==> src/rtl/nlc_pkg.sv <==
// Shared types and elaboration helpers for the non-linear corrector front end.
// Holds the framer state encoding, default LFSR tap masks and the counter-width rule.
package nlc_pkg;

  typedef enum logic {
    FILL = 1'b0,
    HOLD = 1'b1
  } state_t;

  // Maximal-length Fibonacci masks, MSB-first tap convention.
  function automatic logic [31:0] default_taps(input int m);
    case (m)
      3:       return 32'b110;
      4:       return 32'b1100;
      5:       return 32'b10100;
      default: return 32'b110;
    endcase
  endfunction

  function automatic int cnt_width(input int n);
    return $clog2(n + 1);
  endfunction

endpackage

==> src/rtl/nlc_lfsr.sv <==
// Seeded Fibonacci LFSR with step enable; an all-zero seed is forced to 1
// so the register can never lock up in the zero state.
module nlc_lfsr #(
  parameter int               WIDTH = 3,
  parameter logic [WIDTH-1:0] TAPS  = WIDTH'(3'b110),
  parameter logic [WIDTH-1:0] SEED  = WIDTH'(1)
) (
  input  logic             clk,
  input  logic             rst,
  input  logic             step,
  output logic [WIDTH-1:0] state
);

  localparam logic [WIDTH-1:0] INIT = (SEED == '0) ? WIDTH'(1) : SEED;

  always_ff @(posedge clk) begin
    if (rst) begin
      state <= INIT;
    end else if (step) begin
      state <= {state[WIDTH-2:0], ^(state & TAPS)};
    end
  end

endmodule

==> src/rtl/nlc_entropy_framer.sv <==
// Frames serial raw-entropy bits into words for the non-linear corrector and
// holds each word plus its LFSR snapshot until the corrector reports done.
module nlc_entropy_framer
  import nlc_pkg::*;
#(
  parameter int                 M_WIDTH     = 3,
  parameter int                 INPUT_WIDTH = 10,
  parameter logic [M_WIDTH-1:0] LFSR_TAPS   = M_WIDTH'(default_taps(M_WIDTH)),
  parameter logic [M_WIDTH-1:0] LFSR_SEED   = M_WIDTH'(1)
) (
  input  logic                   clk,
  input  logic                   rst,
  input  logic                   raw_bit,
  input  logic                   raw_valid,
  output logic [INPUT_WIDTH-1:0] in_word,
  output logic [M_WIDTH-1:0]     lfsr_out,
  output logic                   start,
  input  logic                   done,
  output logic                   busy,
  output logic                   overflow
);

  localparam int             CW   = cnt_width(INPUT_WIDTH);
  localparam logic [CW-1:0]  LAST = CW'(INPUT_WIDTH - 1);

  state_t        state, state_next;
  logic [CW-1:0] bit_cnt;
  logic          accept;
  logic          drop;

  always_ff @(posedge clk) begin
    if (rst) begin
      state <= FILL;
    end else begin
      state <= state_next;
    end
  end

  // A bit arriving with done in HOLD opens the next word instead of being lost.
  always_comb begin
    state_next = state;
    accept     = 1'b0;
    drop       = 1'b0;
    case (state)
      FILL: begin
        if (raw_valid) begin
          accept = 1'b1;
          if (bit_cnt == LAST) begin
            state_next = HOLD;
          end
        end
      end
      HOLD: begin
        if (done) begin
          state_next = FILL;
          accept     = raw_valid;
        end else begin
          drop = raw_valid;
        end
      end
      default: state_next = FILL;
    endcase
  end

  always_ff @(posedge clk) begin
    if (rst) begin
      in_word  <= '0;
      bit_cnt  <= '0;
      overflow <= 1'b0;
    end else begin
      if (accept) begin
        in_word <= {in_word[INPUT_WIDTH-2:0], raw_bit};
        bit_cnt <= (bit_cnt == LAST) ? '0 : bit_cnt + CW'(1);
      end
      if (drop) begin
        overflow <= 1'b1;
      end
    end
  end

  assign start = (state == HOLD);
  assign busy  = (state == HOLD);

  nlc_lfsr #(
    .WIDTH (M_WIDTH),
    .TAPS  (LFSR_TAPS),
    .SEED  (LFSR_SEED)
  ) u_lfsr (
    .clk   (clk),
    .rst   (rst),
    .step  (accept),
    .state (lfsr_out)
  );

endmodule

==> config.mk <==
export PLATFORM = sky130hd
export DESIGN_NAME = nlc_entropy_framer
export DESIGN_NICKNAME = d
export VERILOG_FILES = /design/src/rtl/nlc_pkg.sv /design/src/rtl/nlc_lfsr.sv /design/src/rtl/nlc_entropy_framer.sv
export SDC_FILE = /design/constraint.sdc
export NUM_CORES = 1
export LEC_CHECK = 0
export ABC_AREA = 1
export BUFFER_PORTS_ARGS = -buffer_cell sky130_fd_sc_hd__buf_2
export CAP_MARGIN = 20
export CORE_AREA = 2 2 43 45
export DETAILED_ROUTE_END_ITERATION = 10
export DIE_AREA = 0 0 45 47
export PLACE_DENSITY = 0.71
export SYNTH_ARGS = -nofsm -noshare
export SYNTH_HDL_FRONTEND = slang
export SYNTH_SLANG_ARGS = --single-unit
==> constraint.sdc <==
create_clock -name clk -period 1.25 [get_ports clk]
set_clock_uncertainty 0.15 [all_clocks]
set_input_delay 0.375 -clock clk [delete_from_list [all_inputs] [get_ports clk]]
set_output_delay 0.375 -clock clk [all_outputs]
set_load 0.05 [all_outputs]
==> key figures, run 1 <==
Clock network
  – Clock Tree Root: clkbuf_4
  – CTS tree: done
  – Worst-skew pair later-pin latency: 300 ps
  – Hold_buf cts: 0
  – Clock sinks: 19
  – CTS Buf Count: 3
  – Clock transition at the registers of the reported paths: 110 ps
  – Max Buffers Root-to-Sink: 2
  – H-tree levels: 1

Routing
  – Wire per inst: 11.91 um
  – Detailed router's first-iteration violation count: 11
  – Pre-antenna DRT Iters: 4
  – Post-route ant nets: 0
  – Routed wire length: 1787 um
  – # DRC: 0
  – Vias per inst: 4.980
  – Via count: 747

Worst setup path
  – Worst R2R End: u_lfsr.state[2]
  – Worst endpoint required time: 730 ps
  – R2r worst-path depth: 6
  – Critical path's top delay family: flip-flops
  – CP endpoint: start
  – Critical Path AT: 830 ps
  – CP Cell Sequence: buf_8
  – Worst path depth: 1
  – R2R Setup Slk: -40 ps
  – Critical Path Start: busy
  – Max incr delay on CP: 390 ps
  – FF-to-FF Start: busy
  – CP max-delay cell: dfxtp_4
  – Crit path kind: flip-flop to output pin
  – CP bufs+invs: 1
  – Startpoint Class: flip-flop
  – Critical path peak fanout: 3
  – CP endpoint kind: output pin

Timing
  – Slew headroom: 67.82%
  – Setup violators final: 24
  – Setup ws final: -109.2 ps
  – Fin crit period: 1359 ps
  – Final Hold Viols: 0
  – Fmax: 735.7 MHz
  – Fin Hold WS: 168.5 ps
  – Tcrit/Tclk final: 108.7%
  – Slew Limit Fails: 0
  – RSZ-0062 raised after global routing: yes
  – Worst slew pin tran: 482.2 ps

Floorplan
  – Core Footprint: 1652 um^2
  – I/O pins: 21
  – Initial core utilization: 45.00%
  – Die X: 45 um
  – DIE HEIGHT: 47 um
  – Cell row count: 15
  – Die area: 2115 um^2

Cells and area
  – # diodes: 0
  – Ratio of cells with drive above 1 in the final layout: 48.12%
  – Non-filler cells, final: 150
  – Fillcell total: 137
  – Nets: 139
  – Synthesis-to-layout area growth: 61.11%

Synthesis
  – Syn Std Cell Area: 743.2 um^2
  – Syn_area_per_cell: 7.507 um^2
  – Syn Inst Count: 99
  – Synth cell types: 13
  – Top cells by area, synth: dfxtp_1 (51%), nor2_1 (15%), o21ai_0 (9.4%)
  – Largest area contributor in the netlist: dfxtp_1
  – Synth top area share: 51.18%
  – Synth warn: 0
  – Synthesized net count: 104
  – Register area share after synthesis: 51.18%
  – #FFs+latches synth: 19

Place
  – Routability cong.: 0.7383
  – HPWL Detailed: 1015 um
  – Dpl ws: -30.19 ps
  – Port bufs: 20
  – Placed Cells: 137

Global routing
  – Vias in the first global route: 690
  – Gr usage total: 18.05%
  – Grt ovf: 0
  – First-pass GRT wire length: 2704 um
  – Largest net degree at the start of global routing: 17
  – Initial antenna violation count: 0

Power and ir drop
  – PwrDens: 1108 nW/um^2
  – Peak VDD IR: 1.042 mV
  – Leakage: 0.5356 nW

Status
  – Failing checks: setup timing
  – Status: finished with violations

Worst hold path
  – WHS Path Cells: 3
  – Path type of the worst min-delay path: primary input to flip-flop

Job
  – Max-cap viol count: 0
## power by group
part	internal, mW	switching [mW]
Clock	0.119	0.192
Sequential	0.642	0.0331
Combinational	0.148	0.193
## per-layer routing
layer	part of all wire, %	global-route usage, %	vias up	routed length [um]
met1	41	19.95	338	741
met5	0	0	-	0
met4	3.0	14.12	0	53
met2	51	31.14	21	907
li1	-	-	384	-
met3	4.8	2.692	4	85
## final cells by class
type	count	area (um^2)	area share [%]
clock buffers	3	22.52	1.881
clock inverters	1	5.005	0.4180
inverters	7	26.28	2.194
multi-input cells	69	337.8	28.21
flip-flops and latches	19	406.6	33.96
well taps	17	21.27	1.776
repair buffers	34	377.9	31.56
## flip-flops by register name (all words and copies together), names as in the netlist
name	flops
bit_cnt	4
busy	1
in_word	10
overflow	1
u_lfsr.state	3
## stage by stage
stage	cell area (um^2)	power (mW)	utilization, %	TNS (ps)
global placement	883.3	0.9072	53.48	-161.4
floorplan	747.0	0.8480	-	0
detailed placement	883.3	0.9116	53.48	-197.9
CTS	1132	1.313	68.56	-1667
finish	1197	1.327	72.50	-1529
global route	1197	1.381	72.50	-2924
## timing repair
action / in CTS / in global routing
pin swaps: 1 / 0
endpoints found under the setup margin: 16 / 33
gates resized for setup: 71 / 17
setup buffers: 7 / 2
## cells in the final DEF (no fill, tap or decap), drive strengths merged
cell / synthesis / routed
nor2: 29 / 29
dfxtp: 19 / 19
o21ai: 14 / 14
inv: 7 / 7
xnor2: 1 / 1
clkinv: 0 / 1
nand3: 6 / 6
nand3b: 1 / 1
nand2: 13 / 13
clkbuf: 0 / 3
a21oi: 5 / 5
buf: 4 / 34
## worst min-delay path, delay by kind of cell
family	cells	cell delay [ps]
AOI/OAI and AO/OA	1	50
buffers and inverters	1	80
and+or+nand+nor	1	80
## worst min path at each step
stage              from    endpoint  slack [ps]
6_report        raw_bit  in_word[0]         170
3_3_place_gp   overflow    overflow         280
5_1_grt         raw_bit  in_word[0]         190
3_5_place_dp   overflow    overflow         290
4_1_cts         raw_bit  in_word[0]         150
2_1_floorplan       rst        busy         280
## cell families after synthesis
kind of cell              Yosys count  synth area share [%]
AOI/OAI and AO/OA                  19                 12.79
and+or+nand+nor                    49                 26.60
xor gates and xnor gates            1                 1.179
DFF                                19                 51.18
buffers and inverters              11                 8.249
## synth_stat cells (all sizes together)
| cell type | n |
|---|---|
| nand2 | 13 |
| nor2 | 29 |
| nand3b | 1 |
| nand3 | 6 |
| inv | 7 |
| a21oi | 5 |
| dfxtp | 19 |
| xnor2 | 1 |
| o21ai | 14 |
| buf | 4 |
Power figures use the tool's default switching activity.
==> run 2, diff against run 1 <==
--- a/config.mk
+++ b/config.mk
@@ -6,12 +6,11 @@
 export NUM_CORES = 1
 export LEC_CHECK = 0
 export ABC_AREA = 1
-export BUFFER_PORTS_ARGS = -buffer_cell sky130_fd_sc_hd__buf_2
 export CAP_MARGIN = 20
 export CORE_AREA = 2 2 43 45
 export DETAILED_ROUTE_END_ITERATION = 10
 export DIE_AREA = 0 0 45 47
-export PLACE_DENSITY = 0.71
+export DONT_BUFFER_PORTS = 1
 export SYNTH_ARGS = -nofsm -noshare
 export SYNTH_HDL_FRONTEND = slang
 export SYNTH_SLANG_ARGS = --single-unit
==> run 2 against run 1 <==
The flow still finishes with violations (setup timing). Non-clock buffer count fell by 11. Sequential cell count did not move. First-iteration DRC count fell by 36%. Register-to-register slack improved by 20 ps. Core utilization rose by 0.76 points. Wire length rose by 1.0%. Sequential power barely moved. Design area rose by 1.0%.
==> key figures, run 2 (same netlist as run 1, synthesis figures left out) <==
Routing
  – Vias per inst: 5.281
  – Post-route ant nets: 0
  – Wire per inst: 12.99 um
  – Pre-antenna DRT Iters: 4
  – Detailed router's first-iteration violation count: 7
  – Routed wire length: 1805 um
  – # DRC: 0
  – Via count: 734

Worst hold path
  – Path type of the worst min-delay path: primary input to flip-flop
  – Hold Startpoint: rst
  – Hold path endpoint: u_lfsr.state[0]
  – WHS Path Cells: 2

Global routing
  – Initial antenna violation count: 0
  – Gr usage total: 17.73%
  – Vias in the first global route: 708
  – First-pass GRT wire length: 2766 um
  – Largest net degree at the start of global routing: 17
  – Grt ovf: 0

Worst setup path
  – R2r worst-path depth: 7
  – Critical Path AT: 840 ps
  – Crit path kind: flip-flop to output pin
  – Startpoint Class: flip-flop
  – R2R Setup Slk: -20 ps
  – FF-to-FF Start: busy
  – Worst endpoint required time: 730 ps
  – Critical path's top delay family: flip-flops
  – CP Cell Sequence: buf_12
  – Critical path peak fanout: 2
  – CP bufs+invs: 1
  – Worst R2R End: in_word[2]
  – Max incr delay on CP: 370 ps
  – CP max-delay cell: dfxtp_4
  – CP endpoint kind: output pin

Floorplan
  – Die X: 45 um
  – Die area: 2115 um^2
  – Initial core utilization: 45.00%
  – DIE HEIGHT: 47 um
  – I/O pins: 21
  – Core Footprint: 1652 um^2
  – Cell row count: 15

Timing
  – Fmax: 732.9 MHz
  – Slew Limit Fails: 0
  – Slew headroom: 67.14%
  – Fin crit period: 1364 ps
  – Setup violators final: 26
  – Final Hold Viols: 0
  – Worst slew pin tran: 492.3 ps
  – RSZ-0062 raised after global routing: yes
  – Setup ws final: -114.4 ps
  – Fin Hold WS: 29.41 ps
  – Tcrit/Tclk final: 109.1%

Clock network
  – CTS tree: done
  – CTS Buf Count: 3
  – Worst-skew pair later-pin latency: 300 ps
  – Clock transition at the registers of the reported paths: 110 ps
  – H-tree levels: 1
  – Clock sinks: 19
  – Clock Tree Root: clkbuf_4
  – Max Buffers Root-to-Sink: 2

Power and ir drop
  – Peak VDD IR: 0.7517 mV
  – PwrDens: 1107 nW/um^2
  – Leakage: 0.5131 nW

Cells and area
  – # diodes: 0
  – Final Instance Area: 1210 um^2
  – Most frequent cells in the layout: nor2_1 (26), buf_12 (15), dfxtp_2 (14)
  – Ratio of cells with drive above 1 in the final layout: 45.08%
  – Synthesis-to-layout area growth: 62.79%
  – Biggest register: in_word
  – Most common cell after layout, fill and taps aside: nor2_1
  – Largest regs: in_word x10, bit_cnt x4, u_lfsr.state x3
  – Nets: 128
  – Number of flip-flops in the largest register: 10

Place
  – Port bufs: 0
  – Routability cong.: 0.7578
  – HPWL Detailed: 1235 um
  – Post-DP Area: 1031 um^2

Job
  – Max-cap viol count: 0

Status
  – Failing checks: setup timing
  – Status: finished with violations
[run 2: worst max-delay path by stage]
stage / startpoint / endpoint / slack [ps] / depth (start not counted)
finish: busy / start / -110 / 1
global route: busy / start / -140 / 1
detailed placement: done / in_word[5] / 10 / 6
floorplan: busy / u_lfsr.state[1] / 50 / 6
CTS: busy / start / -120 / 1
global placement: done / bit_cnt[3] / 70 / 6
[run 2: per-layer routing]
layer | vias up | global-route usage (%) | share of wire [%]
li1 | 362 | - | -
met1 | 348 | 18.05 | 37
met2 | 18 | 33.43 | 56
met3 | 6 | 4.231 | 5.2
met4 | 0 | 9.412 | 1.5
met5 | - | 0 | 0
[run 2: repair_timing]
item                                    4_1_cts  5_1_grt
gates resized for setup                      33       16
endpoints found under the hold margin         2        0
pin swaps                                     0        2
gates cloned                                  0        0
buffers inserted                              3        1
hold buffers                                  1        0
endpoints found under the setup margin       16       33
[run 2: cell type report]
class	instances	area [um^2]
Sequential cell	19	401.6
Timing Repair Buffer	23	385.4
Multi-Input combinational cell	69	347.8
Fill cell	133	441.7
Tap cell	17	21.27
Inverter	7	26.28
Clock buffer	3	22.52
Clock inverter	1	5.005
[run 2: report_power, final]
part / internal (mW) / switching [mW] / total [mW]
clock: 0.119 / 0.190 / 0.309
combinational: 0.162 / 0.194 / 0.356
sequential: 0.644 / 0.0302 / 0.674
total: 0.925 / 0.414 / 1.34
[run 2: per-stage QoR]
step                worst slack (ps)  util, %  total power, mW  setup TNS [ps]  cells
CTS                           -120.6    69.55            1.330           -1461    138
global placement               65.07    62.42           0.9860               0    130
global route                  -140.6    73.26            1.389           -2494    139
finish                        -114.4    73.26            1.339           -1243    139
detailed placement             10.99    62.42           0.9941               0    130
floorplan                      51.99        -           0.8480               0     99
